===== src/rtl/tl_pkg.sv =====
// Shared TileLink definitions: A-channel opcodes and beat-count helpers
// used by the arbiter and the width adapters.
package tl_pkg;

   typedef enum logic [2:0] {
      PutFullData    = 3'd0,
      PutPartialData = 3'd1,
      ArithmeticData = 3'd2,
      LogicalData    = 3'd3,
      Get            = 3'd4,
      Intent         = 3'd5,
      AcquireBlock   = 3'd6,
      AcquirePerm    = 3'd7
   } a_opcode_e;

   function automatic logic has_data(input logic [2:0] opcode);
      return opcode inside {PutFullData, PutPartialData, ArithmeticData, LogicalData};
   endfunction

   // Number of bus beats a data-carrying message of 2^size bytes needs.
   function automatic int unsigned beats(input int unsigned size, input int unsigned data_width);
      int unsigned lg;
      lg = $clog2(data_width / 8);
      if (size > lg) return 32'd1 << (size - lg);
      return 32'd1;
   endfunction

endpackage


===== src/rtl/rr_arbiter.sv =====
// N-way rotating-priority pick: first requester at or after ptr wins.
module rr_arbiter #(
   parameter int N    = 3,
   parameter int IdxW = $clog2(N)
) (
   input  logic [N-1:0]    req,
   input  logic [IdxW-1:0] ptr,
   output logic [N-1:0]    gnt,
   output logic [IdxW-1:0] idx,
   output logic            any
);

   always_comb begin
      int j;
      gnt = '0;
      idx = ptr;
      any = 1'b0;
      j   = 0;
      for (int k = 0; k < N; k++) begin
         j = int'(ptr) + k;
         if (j >= N) j = j - N;
         if (!any && req[j]) begin
            any    = 1'b1;
            gnt[j] = 1'b1;
            idx    = IdxW'(j);
         end
      end
   end

endmodule


===== src/rtl/tl_a_arbiter.sv =====
// Round-robin arbiter sharing one TileLink A channel among NumHosts hosts;
// multi-beat messages hold the channel until their last beat.
module tl_a_arbiter
   import tl_pkg::*;
#(
   parameter int NumHosts     = 3,
   parameter int DataWidth    = 128,
   parameter int SizeWidth    = 3,
   parameter int PayloadWidth = 200,
   parameter int MaxSize      = 6
) (
   input  logic                                  clk_i,
   input  logic                                  rst_ni,
   input  logic [NumHosts-1:0]                   host_a_valid_i,
   output logic [NumHosts-1:0]                   host_a_ready_o,
   input  logic [NumHosts-1:0][2:0]              host_a_opcode_i,
   input  logic [NumHosts-1:0][SizeWidth-1:0]    host_a_size_i,
   input  logic [NumHosts-1:0][PayloadWidth-1:0] host_a_payload_i,
   output logic                                  device_a_valid_o,
   input  logic                                  device_a_ready_i,
   output logic [2:0]                            device_a_opcode_o,
   output logic [SizeWidth-1:0]                  device_a_size_o,
   output logic [PayloadWidth-1:0]               device_a_payload_o,
   output logic [$clog2(NumHosts)-1:0]           grant_idx_o,
   output logic                                  locked_o
);

   localparam int IdxW  = $clog2(NumHosts);
   localparam int BeatW = MaxSize - $clog2(DataWidth / 8) + 1;

   logic             locked;
   logic [IdxW-1:0]  owner;
   logic [BeatW-1:0] beats_left;
   logic [IdxW-1:0]  rr_ptr;

   logic [NumHosts-1:0] arb_gnt;
   logic [IdxW-1:0]     arb_idx;
   logic                arb_any;
   logic [IdxW-1:0]     sel;
   logic                sel_valid;
   logic                fire;
   logic [BeatW-1:0]    nbeats;

   rr_arbiter #(.N(NumHosts), .IdxW(IdxW)) u_rr (
      .req (host_a_valid_i),
      .ptr (rr_ptr),
      .gnt (arb_gnt),
      .idx (arb_idx),
      .any (arb_any)
   );

   // With no requester, the mux parks on rr_ptr so grant_idx_o reports it.
   always_comb begin
      sel       = locked ? owner : arb_idx;
      sel_valid = locked ? host_a_valid_i[owner] : arb_any;
      nbeats    = BeatW'(1);
      if (has_data(host_a_opcode_i[sel]))
         nbeats = BeatW'(beats(32'(host_a_size_i[sel]), DataWidth));
   end

   assign device_a_valid_o   = rst_ni & sel_valid;
   assign device_a_opcode_o  = host_a_opcode_i[sel];
   assign device_a_size_o    = host_a_size_i[sel];
   assign device_a_payload_o = host_a_payload_i[sel];
   assign grant_idx_o        = rst_ni ? sel : '0;
   assign locked_o           = rst_ni & locked;
   assign fire               = device_a_valid_o & device_a_ready_i;

   always_comb begin
      host_a_ready_o = '0;
      if (device_a_valid_o) host_a_ready_o[sel] = device_a_ready_i;
   end

   always_ff @(posedge clk_i or negedge rst_ni) begin
      if (!rst_ni) begin
         locked     <= 1'b0;
         owner      <= '0;
         beats_left <= '0;
         rr_ptr     <= '0;
      end else if (fire) begin
         if (!locked) begin
            rr_ptr <= (sel == IdxW'(NumHosts - 1)) ? '0 : IdxW'(sel + 1'b1);
            if (nbeats > BeatW'(1)) begin
               locked     <= 1'b1;
               owner      <= sel;
               beats_left <= nbeats - BeatW'(1);
            end
         end else begin
            beats_left <= beats_left - BeatW'(1);
            if (beats_left == BeatW'(1)) locked <= 1'b0;
         end
      end
   end

   a_owner_holds_valid: assert property (@(posedge clk_i) disable iff (!rst_ni)
      locked |-> host_a_valid_i[owner]);
   a_size_legal: assert property (@(posedge clk_i) disable iff (!rst_ni)
      device_a_valid_o |-> (int'(device_a_size_o) <= MaxSize));

endmodule


===== config.mk =====
export PLATFORM = sky130hd
export DESIGN_NAME = tl_a_arbiter
export DESIGN_NICKNAME = d
export VERILOG_FILES = /design/src/rtl/tl_pkg.sv /design/src/rtl/rr_arbiter.sv /design/src/rtl/tl_a_arbiter.sv
export SDC_FILE = /design/constraint.sdc
export NUM_CORES = 1
export LEC_CHECK = 0
export CAP_MARGIN = 20
export CORE_AREA = 5 5 319 321
export DETAILED_ROUTE_END_ITERATION = 10
export DIE_AREA = 0 0 324 326
export GPL_TIMING_DRIVEN = 0
export PLACE_DENSITY = 0.37
export SETUP_SLACK_MARGIN = 0.2
export SLEW_MARGIN = 20
export SYNTH_ARGS = -nofsm -noshare
export SYNTH_HDL_FRONTEND = slang
export SYNTH_SLANG_ARGS = --single-unit

===== constraint.sdc =====
create_clock -name clk_i -period 4.1 [get_ports clk_i]
set_input_delay 1.025 -clock clk_i [delete_from_list [all_inputs] [get_ports clk_i]]
set_output_delay 1.025 -clock clk_i [all_outputs]
set_load 0.01 [all_outputs]

Word level (Yosys, flattened, before mapping)
Index checks and enable logic that the tools add are counted.
- logic and storage cells: 89
- input port bits: 624
- register bits after elaboration: 8
- reductions and logical operators: 11
- magnitude comparators: 11
- bitwise gates (word level): 5
- eq/ne operators: 5
- $add $sub $neg: 9
- shifts and indexed selects: 1
- muxes and demuxes: 43
- operator list (cell ; number):
    binary-select mux 200 bit (select 2 bit) ; 1
    2-to-1 mux 200 bit ; 1
    < comparator 32 x 4 -> 1 bit, second input constant ; 3
    2-to-1 mux 32 bit ; 3
    >= comparator 32 x 3 -> 1 bit, second input constant ; 2
    subtractor 32 x 3 -> 32 bit, second input constant ; 2
    << shifter 1 x 32 -> 3 bit, first input constant ; 1
    2-to-1 mux 3 bit ; 8
    2-to-1 mux 1 bit ; 17
    binary-select mux 3 bit (select 2 bit) ; 2
    2-to-1 mux 2 bit ; 6
    binary-select mux 1 bit (select 2 bit) ; 4
    equality test 3 x 1 -> 1 bit, second input constant ; 2
    equality test 3 x 2 -> 1 bit, second input constant ; 2
    < comparator 2 x 3 -> 1 bit, second input constant ; 2
    subtractor 3 x 1 -> 3 bit, second input constant ; 2
    AND reduction 2 bit ; 2
    nonzero test 4 bit ; 1
    subtractor 3 x 3 -> 4 bit, second input constant ; 1
    adder 2 x 1 -> 3 bit, second input constant ; 1
    adder 2 x 2 -> 3 bit, second input constant ; 1
    bitwise AND 1 bit ; 3
    bitwise AND 3 bit ; 1
    greater-than comparator 3 x 1 -> 1 bit, second input constant ; 1
    13 further kinds ; 16

Logic depth before layout (Yosys ltp)
Gate-level depths: netlist of run 1.
- depth in word-level cells: 23
- gate-level depth with buffers: 19
- mapped depth without buffers: 16

Modules after synthesis
Synthesis of run 1 repeated with hierarchy kept, for this count alone.
- cells, all modules: 807
- area total of the unflattened synthesis: 5223.8 µm²
- modules (own cells, without submodules) (module ; area each (µm²) ; instances ; seq. area each (µm²) ; cells each):
    tl_a_arbiter ; 4863.4 ; 1 ; 200.2 ; 760
    rr_arbiter ; 360.3 ; 1 ; 0.0 ; 47

Worst setup path after synthesis of run 1
No wires, ideal clock.
- kind: in2out
- start point: input host_a_valid_i[2]
- end point: output device_a_payload_o[100]
- arrival time: 3.076 ns
- stages: 10
- setup slack: -0.001 ns
- path buffers: 3
- path through: mux2i_1 o21a_1 a311oi_2 o41ai_1 and2_4 buf_6 clkbuf_1 clkbuf_1 nand2_1 o21ai_0
- word-level cells in the longest chain between the ends: 13
- RTL lines (item ; RTL line ; text):
    start, declared ; tl_a_arbiter.sv:14 ; input logic [NumHosts-1:0] host_a_valid_i,
    binary-select mux 1 bit (select 2 bit) ; rr_arbiter.sv:22 ; if (!any && req[j]) begin
    2-to-1 mux 1 bit (not written as such) (2 in series) ; rr_arbiter.sv:22 ;
    2-to-1 mux 1 bit ; rr_arbiter.sv:22 ;
    zero test 1 bit ; rr_arbiter.sv:22 ;
    logical AND 1 bit ; rr_arbiter.sv:22 ;
    2-to-1 mux 1 bit ; rr_arbiter.sv:22 ;
    zero test 1 bit ; rr_arbiter.sv:22 ;
    logical AND 1 bit ; rr_arbiter.sv:22 ;
    2-to-1 mux 2 bit (*) ; rr_arbiter.sv:22 ;
    2-to-1 mux 2 bit (*) ; tl_a_arbiter.sv:54 ; sel = locked ? owner : arb_idx;
    binary-select mux 200 bit (select 2 bit) (*) ; tl_a_arbiter.sv:64 ; assign device_a_payload_o = host_a_payload_i[sel];
    2-to-1 mux 200 bit (not written as such) (*) ; tl_a_arbiter.sv:64 ;
    end, declared ; tl_a_arbiter.sv:23 ; output logic [PayloadWidth-1:0] device_a_payload_o,
Every way passes the cells marked *; elsewhere a longest branch is shown, timed or not. The select of a mux whose other input is x is not followed.

Worst setup path in the final report of run 1
- start point: input host_a_valid_i[0]
- end point: output device_a_payload_o[59]
Same word-level chain as after synthesis.

==> metrics.md, run 1 <==
| Metric | Value |
|---|---|
| Initial antenna violation count | `41` |
| RSZ-0062 raised after global routing | `yes` |
| Tightest Pin Transition | `0.6937 ns` |
| CTS sink count | `8` |
| Final cell count without fillers | `3129` |
| CP cell instances | `buf_12 -> mux2i_4 -> nand3b_1 -> a311oi_4 -> o41ai_4 -> buf_6 -> clkbuf_16 -> buf_12 -> buf_6 -> mux2i_1 -> o21ai_2 -> buf_2` |
| Clk slew on worst S/H paths | `0.04 ns` |
| CTS Root Cell | `clkbuf_16` |
| Final HPWL DP | `73.81 mm` |
| WP data required | `3.07 ns` |
| Final min period | `4.346 ns` |
| Hold Path Depth | `2` |
| Initial Util | `5.306%` |
| Pins Over Slew Limit | `0` |
| Die ar. | `105600 sq um` |
| Register area share after synthesis | `3.811%` |
| Total number of vias | `10940` |
| Final hold slack | `0.5543 ns` |
| CTS H-tree lvls | `1` |
| Crit path max-delay family | `buffers and inverters` |
| Crit end category | `primary output` |
| DR vias/cell | `3.495` |
| Die W | `324 um` |
| First-pass GRT wire length | `109.8 mm` |
| Area Growth Syn to Fin | `294.3%` |
| Netlist cell types | `51` |
| Number of max-cap violations | `0` |
| Synth top area cells | `mux2i_1 (40%), o21ai_0 (20%), nand2_1 (16%)` |
| Post-route antenna net violation count | `0` |
| Setup Crit Path Kind | `input port to primary output` |
| Critical Path Start | `host_a_valid_i[0]` |
| Number of CTS-inserted buffers | `3` |
| WP data arrival | `3.32 ns` |
| Failing checks | `setup timing` |
| Yosys top cell by area | `mux2i_1` |
| Tot Pwr | `10030 uW` |
| Slowest stage delay, CP | `0.42 ns` |
| GP Congestion | `0.8968` |
| Yosys top cell area share | `40.21%` |
| I/O pins | `837` |
| CP startpoint kind | `input port` |
| Dominant synthesized flop cell | `dfrtp_1` |
| Worst reg2reg path startpoint | `rr_ptr[0]` |
| Routed len/inst | `28.85 um` |
| Outcome | `finished, violations left` |
| FFs w/ async S/R, synth | `100.0%` |
| FF+latch area | `202.7 sq um` |
| Mapped cell area | `5253 sq um` |
| Layout net count | `2458` |
| Multi-input gate area | `7332 sq um` |
| CP max FO | `8` |
| Final setup viols | `198` |
| Row count | `116` |
| DRC Markers | `0` |
| Die height | `326 um` |
| Vias in the first global route | `11320` |
| CTS tree | `done` |
| Clk_skew | `0.0005728 ns` |
| Port Buffers | `836` |
| Worst ir drop on vdd | `185.1 uV` |
| WP depth | `12` |
| Pin count of the biggest net entering global routing | `11` |
| Pwr/cell area | `484.0 nW/um^2` |
| Global route overflow | `0` |
| Cell Count Post-Placement | `2954` |
| Clock Path Buffers | `2` |
| Fin. Hold Viols | `0` |
| Max Freq | `230.1 MHz` |
| Yosys reg bits | `8` |
| Worst-skew pair later-pin latency | `0.24 ns` |
| Final worst slack | `-0.2457 ns` |
| Buf/Inv on CP | `6` |
| Post-synth EDFFs | `0` |
| Filler Cells Inserted | `10960` |
| Hold Crit Class | `flip-flop to flip-flop` |
| Reg2reg setup slack | `0.27 ns` |
| Slowest CP cell | `a311oi_4` |
| Final setup TNS | `-23.31 ns` |
| Min-delay src | `rr_ptr[1]` |
| Core Area | `98980 sq um` |
| Fin crit share | `106.0%` |
| Synth Warn # | `0` |
| Initial DRT Pass Iterations | `4` |
| Total Routed Length | `90.27 mm` |
| First DRT Iteration DRCs | `432` |
| Fraction of layout instances using a drive strength above 1 | `46.88%` |
| Avg Cell Area, Syn | `6.406 sq um` |
| Max-slew headroom | `53.58%` |
| Pre-CTS setup slack | `-2.389 ns` |
| All-layer global routing usage | `15.36%` |
| Post-Syn Nets | `1452` |
| Worst Reg-to-Reg Cells | `16` |
| Mapped Cells | `820` |
| Leakage | `0.007942 uW` |
## what timing repair did
| action | CTS | global route |
|---|---|---|
| setup endpoints to repair | 219 | 215 |
| hold buffers | 0 | 0 |
| pin swaps | 63 | 84 |
| setup buffers | 82 | 42 |
| cloned | 28 | 14 |
| gates resized for setup | 1689 | 441 |
## metal layers
metal / vias to the layer above / share of wire (%) / GRT usage, %
met2: 598 / 46 / 25.55
li1: 4979 / - / -
met3: 80 / 6.9 / 3.330
met5: - / 0.072 / 0
met4: 10 / 1.7 / 1.729
met1: 5269 / 46 / 21.02
## kinds of logic after synthesis
family	share of synthesized area, %
simple gates	20.96
compound gates	24.77
mux	41.35
buf+inv	7.194
fa+ha+maj	1.906
flops	3.811
## Yosys cell counts (all sizes together) (3+ instances only)
cell type,number
a21oi,5
nor2,9
clkbuf,51
nor4,3
and2,5
mux2,3
dfrtp,8
o21ai,210
ha,8
nand4b,3
nand2b,3
nand3b,4
nand3,8
mux2i,212
nor3,4
inv,15
nand2,217
buf,23
## sequential cells by signal, summed over array words and instances (netlist names)
signal and count:
beats_left 3, locked 1, owner 2, rr_ptr 2
## worst register-to-register path: cells and delay by family (launching register included)
family | cells | cell delay, ns
muxes | 3 | 0.68
AOI/OAI and AO/OA | 3 | 0.82
DFF | 1 | 0.41
adders and majority gates | 2 | 0.40
and+or+nand+nor | 4 | 0.80
buffers and inverters | 4 | 0.59
## worst paths after layout
path                                          end
max in group asynchronous               rr_ptr[1]
min reg2reg                             rr_ptr[1]
max reg2reg                              owner[1]
max                        device_a_payload_o[59]
min in group asynchronous                owner[0]
min                                     rr_ptr[1]
## per-stage QoR
step           utilization, %  instance area, sq um
2_1_floorplan               -                  5321
3_5_place_dp            15.47                 15320
3_3_place_gp            15.47                 15310
6_report                20.92                 20710
5_1_grt                 20.91                 20700
4_1_cts                 18.61                 18420
## power breakdown
group	switching, uW	internal [uW]	total, uW	leakage [uW]
combinational	4710	5010	9720	0.00782
clock	43.2	126	169	0.0000370
sequential	26.6	110	136	0.0000869
## placed cells by master (no fill, tap or decap), types with 28 or more instances in the layout
cell and n:
mux2i_4 35, buf_4 45, nand2_2 45, o21ai_1 69
buf_12 42, buf_6 103, nand2_1 46, clkdlybuf4s50_1 621
clkbuf_16 55, mux2i_1 150, buf_2 160, o21ai_4 28
o21ai_2 107, nand2_4 108
## cell type report
cell class	count	share of cell area, %
Antenna cell	7	0.08458
Buffer	73	6.343
Clock buffer	3	0.3625
Inverter	15	0.2839
Multi-Input combinational cell	723	35.40
Sequential cell	8	0.9787
Tap cell	1298	7.841
Timing Repair Buffer	1002	48.70
(Power assumes the default switching activity.)
==> run 2, diff against run 1 <==
MAX_ROUTING_LAYER = met4   (was not set)
==> metrics.md, run 2 (synthesis results as in run 1) <==
| Metric | Value |
|---|---|
| Tightest Pin Transition | `0.6251 ns (was 0.6937 ns)` |
| Core Area | `98980 sq um (unchanged)` |
| Final HPWL DP | `74.06 mm (was 73.81 mm)` |
| Switching power | `4527 uW (was 4782 uW)` |
| Setup Crit Path Kind | `input port to primary output (unchanged)` |
| Pin count of the biggest net entering global routing | `11 (unchanged)` |
| Clock share of power | `1.8% (was 1.7%)` |
| Layout net count | `2413 (was 2458)` |
| Logic pwr share | `96.8% (was 97.0%)` |
| Global route overflow | `0 (unchanged)` |
| Area Growth Syn to Fin | `273.5% (was 294.3%)` |
| Clock Path Buffers | `2 (unchanged)` |
| Initial antenna violation count | `40 (was 41)` |
| CTS sink count | `8 (unchanged)` |
| Final hold slack | `0.5676 ns (was 0.5543 ns)` |
| Failing checks | `setup timing (unchanged)` |
| Routed len/inst | `28.74 um (was 28.85 um)` |
| Largest reg by FF count | `beats_left (unchanged)` |
| Hold Crit Class | `flip-flop to flip-flop (unchanged)` |
| Die W | `324 um (unchanged)` |
| Die ar. | `105600 sq um (unchanged)` |
| CTS Root Cell | `clkbuf_16 (unchanged)` |
| Port Buffers | `836 (unchanged)` |
| Final worst slack | `-0.2542 ns (was -0.2457 ns)` |
| DR vias/cell | `3.468 (was 3.495)` |
| Seq pwr share | `1.5% (was 1.4%)` |
| Total Routed Length | `88.87 mm (was 90.27 mm)` |
| Most common cell after layout, fill and taps aside | `clkdlybuf4s50_1 (unchanged)` |
| I/O pins | `837 (unchanged)` |
| Largest register FFs | `3 (unchanged)` |
| CTS H-tree lvls | `1 (unchanged)` |
| Die height | `326 um (unchanged)` |
| Crit end category | `primary output (unchanged)` |
| Fraction of layout instances using a drive strength above 1 | `43.06% (was 46.88%)` |
| Final setup viols | `208 (was 198)` |
| Initial Util | `5.306% (unchanged)` |
| CP startpoint kind | `input port (unchanged)` |
| Clk_skew | `0.002548 ns (was 0.0005728 ns)` |
| RSZ-0062 raised after global routing | `yes (unchanged)` |
| Leakage | `0.007382 uW (was 0.007942 uW)` |
| Outcome | `finished, violations left (unchanged)` |
| Max-slew headroom | `58.33% (was 53.58%)` |
| DRC Markers | `0 (unchanged)` |
| Total number of vias | `10720 (was 10940)` |
| Number of CTS-inserted buffers | `3 (unchanged)` |
| Top Registers | `beats_left (3), owner (2), rr_ptr (2) (unchanged)` |
| Pre-CTS setup slack | `-2.625 ns (was -2.389 ns)` |
| Final setup TNS | `-32.47 ns (was -23.31 ns)` |
| CTS tree | `done (unchanged)` |
| Filler Cells Inserted | `11030 (was 10960)` |
| Initial DRT Pass Iterations | `5 (was 4)` |
| Number of max-cap violations | `0 (unchanged)` |
| Cell internal pwr | `4675 uW (was 5243 uW)` |
| Vias in the first global route | `11340 (was 11320)` |
| WP data arrival | `3.33 ns (was 3.32 ns)` |
| WP data required | `3.07 ns (about the same)` |
| Fin crit share | `106.2% (was 106.0%)` |
| Final min period | `4.354 ns (was 4.346 ns)` |
| Max Freq | `229.7 MHz (was 230.1 MHz)` |
| CP cell instances | `buf_12 -> mux2i_4 -> o21a_1 -> buf_4 -> a311o_1 -> and2_4 -> buf_12 -> and2_4 -> buf_12 -> buf_4 -> buf_4 -> clkbuf_16 -> nand2_2 -> o21ai_0 -> buf_2 (was buf_12 -> mux2i_4 -> nand3b_1 -> a311oi_4 -> o41ai_4 -> buf_6 -> clkbuf_16 -> buf_12 -> buf_6 -> mux2i_1 -> o21ai_2 -> buf_2)` |
| Post-route antenna net violation count | `0 (unchanged)` |
| Slowest stage delay, CP | `0.37 ns (was 0.42 ns)` |
| GP Congestion | `0.9135 (was 0.8968)` |
| Row count | `116 (unchanged)` |
| Fin. Hold Viols | `0 (unchanged)` |
| Tot Pwr | `9201 uW (was 10030 uW)` |
| All-layer global routing usage | `15.88% (was 15.36%)` |
| Slowest CP cell | `a311o_1 (was a311oi_4)` |
| CP max FO | `10 (was 8)` |
| Worst ir drop on vdd | `176.8 uV (was 185.1 uV)` |
| First-pass GRT wire length | `110.2 mm (was 109.8 mm)` |
| Pins Over Slew Limit | `0 (unchanged)` |
| Clk slew on worst S/H paths | `0.04 ns (about the same)` |
| Worst-skew pair later-pin latency | `0.23 ns (was 0.24 ns)` |
| First DRT Iteration DRCs | `432 (unchanged)` |
| Sw Ratio | `49.20% (was 47.70%)` |
| Hold_buf cts | `0 (unchanged)` |
| Pwr/cell area | `469.0 nW/um^2 (was 484.0 nW/um^2)` |
| Most frequent cells in the layout | `clkdlybuf4s50_1 (622), mux2i_1 (167), buf_2 (161), nand2_4 (94), o21ai_2 (94) (was clkdlybuf4s50_1 (621), buf_2 (160), mux2i_1 (150), nand2_4 (108), o21ai_2 (107))` |
## run 2: cell types whose count changed in the layout (fill, tap and decap cells not counted), moves of 13 or more
cell,previous run,this run
buf_8,23,8
nand2_4,108,94
buf_6,103,67
o21ai_2,107,94
mux2i_1,150,167
o21ai_0,6,36
o21ai_1,69,56
## run 2: worst max-delay path: cells and delay by family
family	cells	cell delay, ns
mux	1	0.07
compound gates	3	0.67
buf+inv	8	1.12
simple gates	3	0.44
## run 2: timing repair
action / in CTS / in global routing
pin swaps: 75 / 44
setup buffers: 54 / 32
resized for setup: 1684 / 287
hold endpoints to repair: 0 / 0
setup endpoints to repair: 219 / 215
gates cloned: 28 / 6
## run 2: layout make-up
type	count	area (sq um)	area share [%]
well taps	1298	1624	8.278
plain buffers	74	1297	6.614
multi-input cells	723	7043	35.90
clock buffers	3	75.07	0.3827
inverters	15	56.30	0.2870
flip-flops and latches	8	201.4	1.027
repair buffers	956	9284	47.32
diodes	15	37.54	0.1913
## run 2: power by group through the flow
stage          Sequential [uW]  Clock, uW  Combinational (uW)
2_1_floorplan              128          0                2910
3_3_place_gp               135          0                6930
3_5_place_dp               136          0                6920
4_1_cts                    134        165                8150
5_1_grt                    139        168                9380
6_report                   134        163                8900
## run 2: per-stage QoR
step | cells | util [%] | area, sq um
after floorplan | 820 | - | 5321
after global placement | 2954 | 15.47 | 15310
after detailed placement | 2954 | 15.47 | 15320
after CTS | 3039 | 18.36 | 18170
after global routing | 3089 | 19.81 | 19610
final | 3092 | 19.82 | 19620
## run 2: final timing paths
kind                                   start                 endpoint  slack, ns  cells past startpoint
max in group asynchronous             rst_ni                rr_ptr[1]       2.88                      1
hold reg to reg                    rr_ptr[1]                rr_ptr[1]       0.57                      2
min in group asynchronous             rst_ni                   locked       0.87                      1
setup / recovery           host_a_valid_i[2]  device_a_payload_o[179]      -0.25                     15
setup reg to reg                   rr_ptr[1]            beats_left[1]       0.01                     19
hold / removal                     rr_ptr[1]                rr_ptr[1]       0.57                      2
## run 2: per-layer routing
metal  wire length (um)  global-route usage, %
met5                  0                      -
met1              40320                  21.12
met2              41130                  25.88
met4               1298                  1.401
met3               6118                  3.311
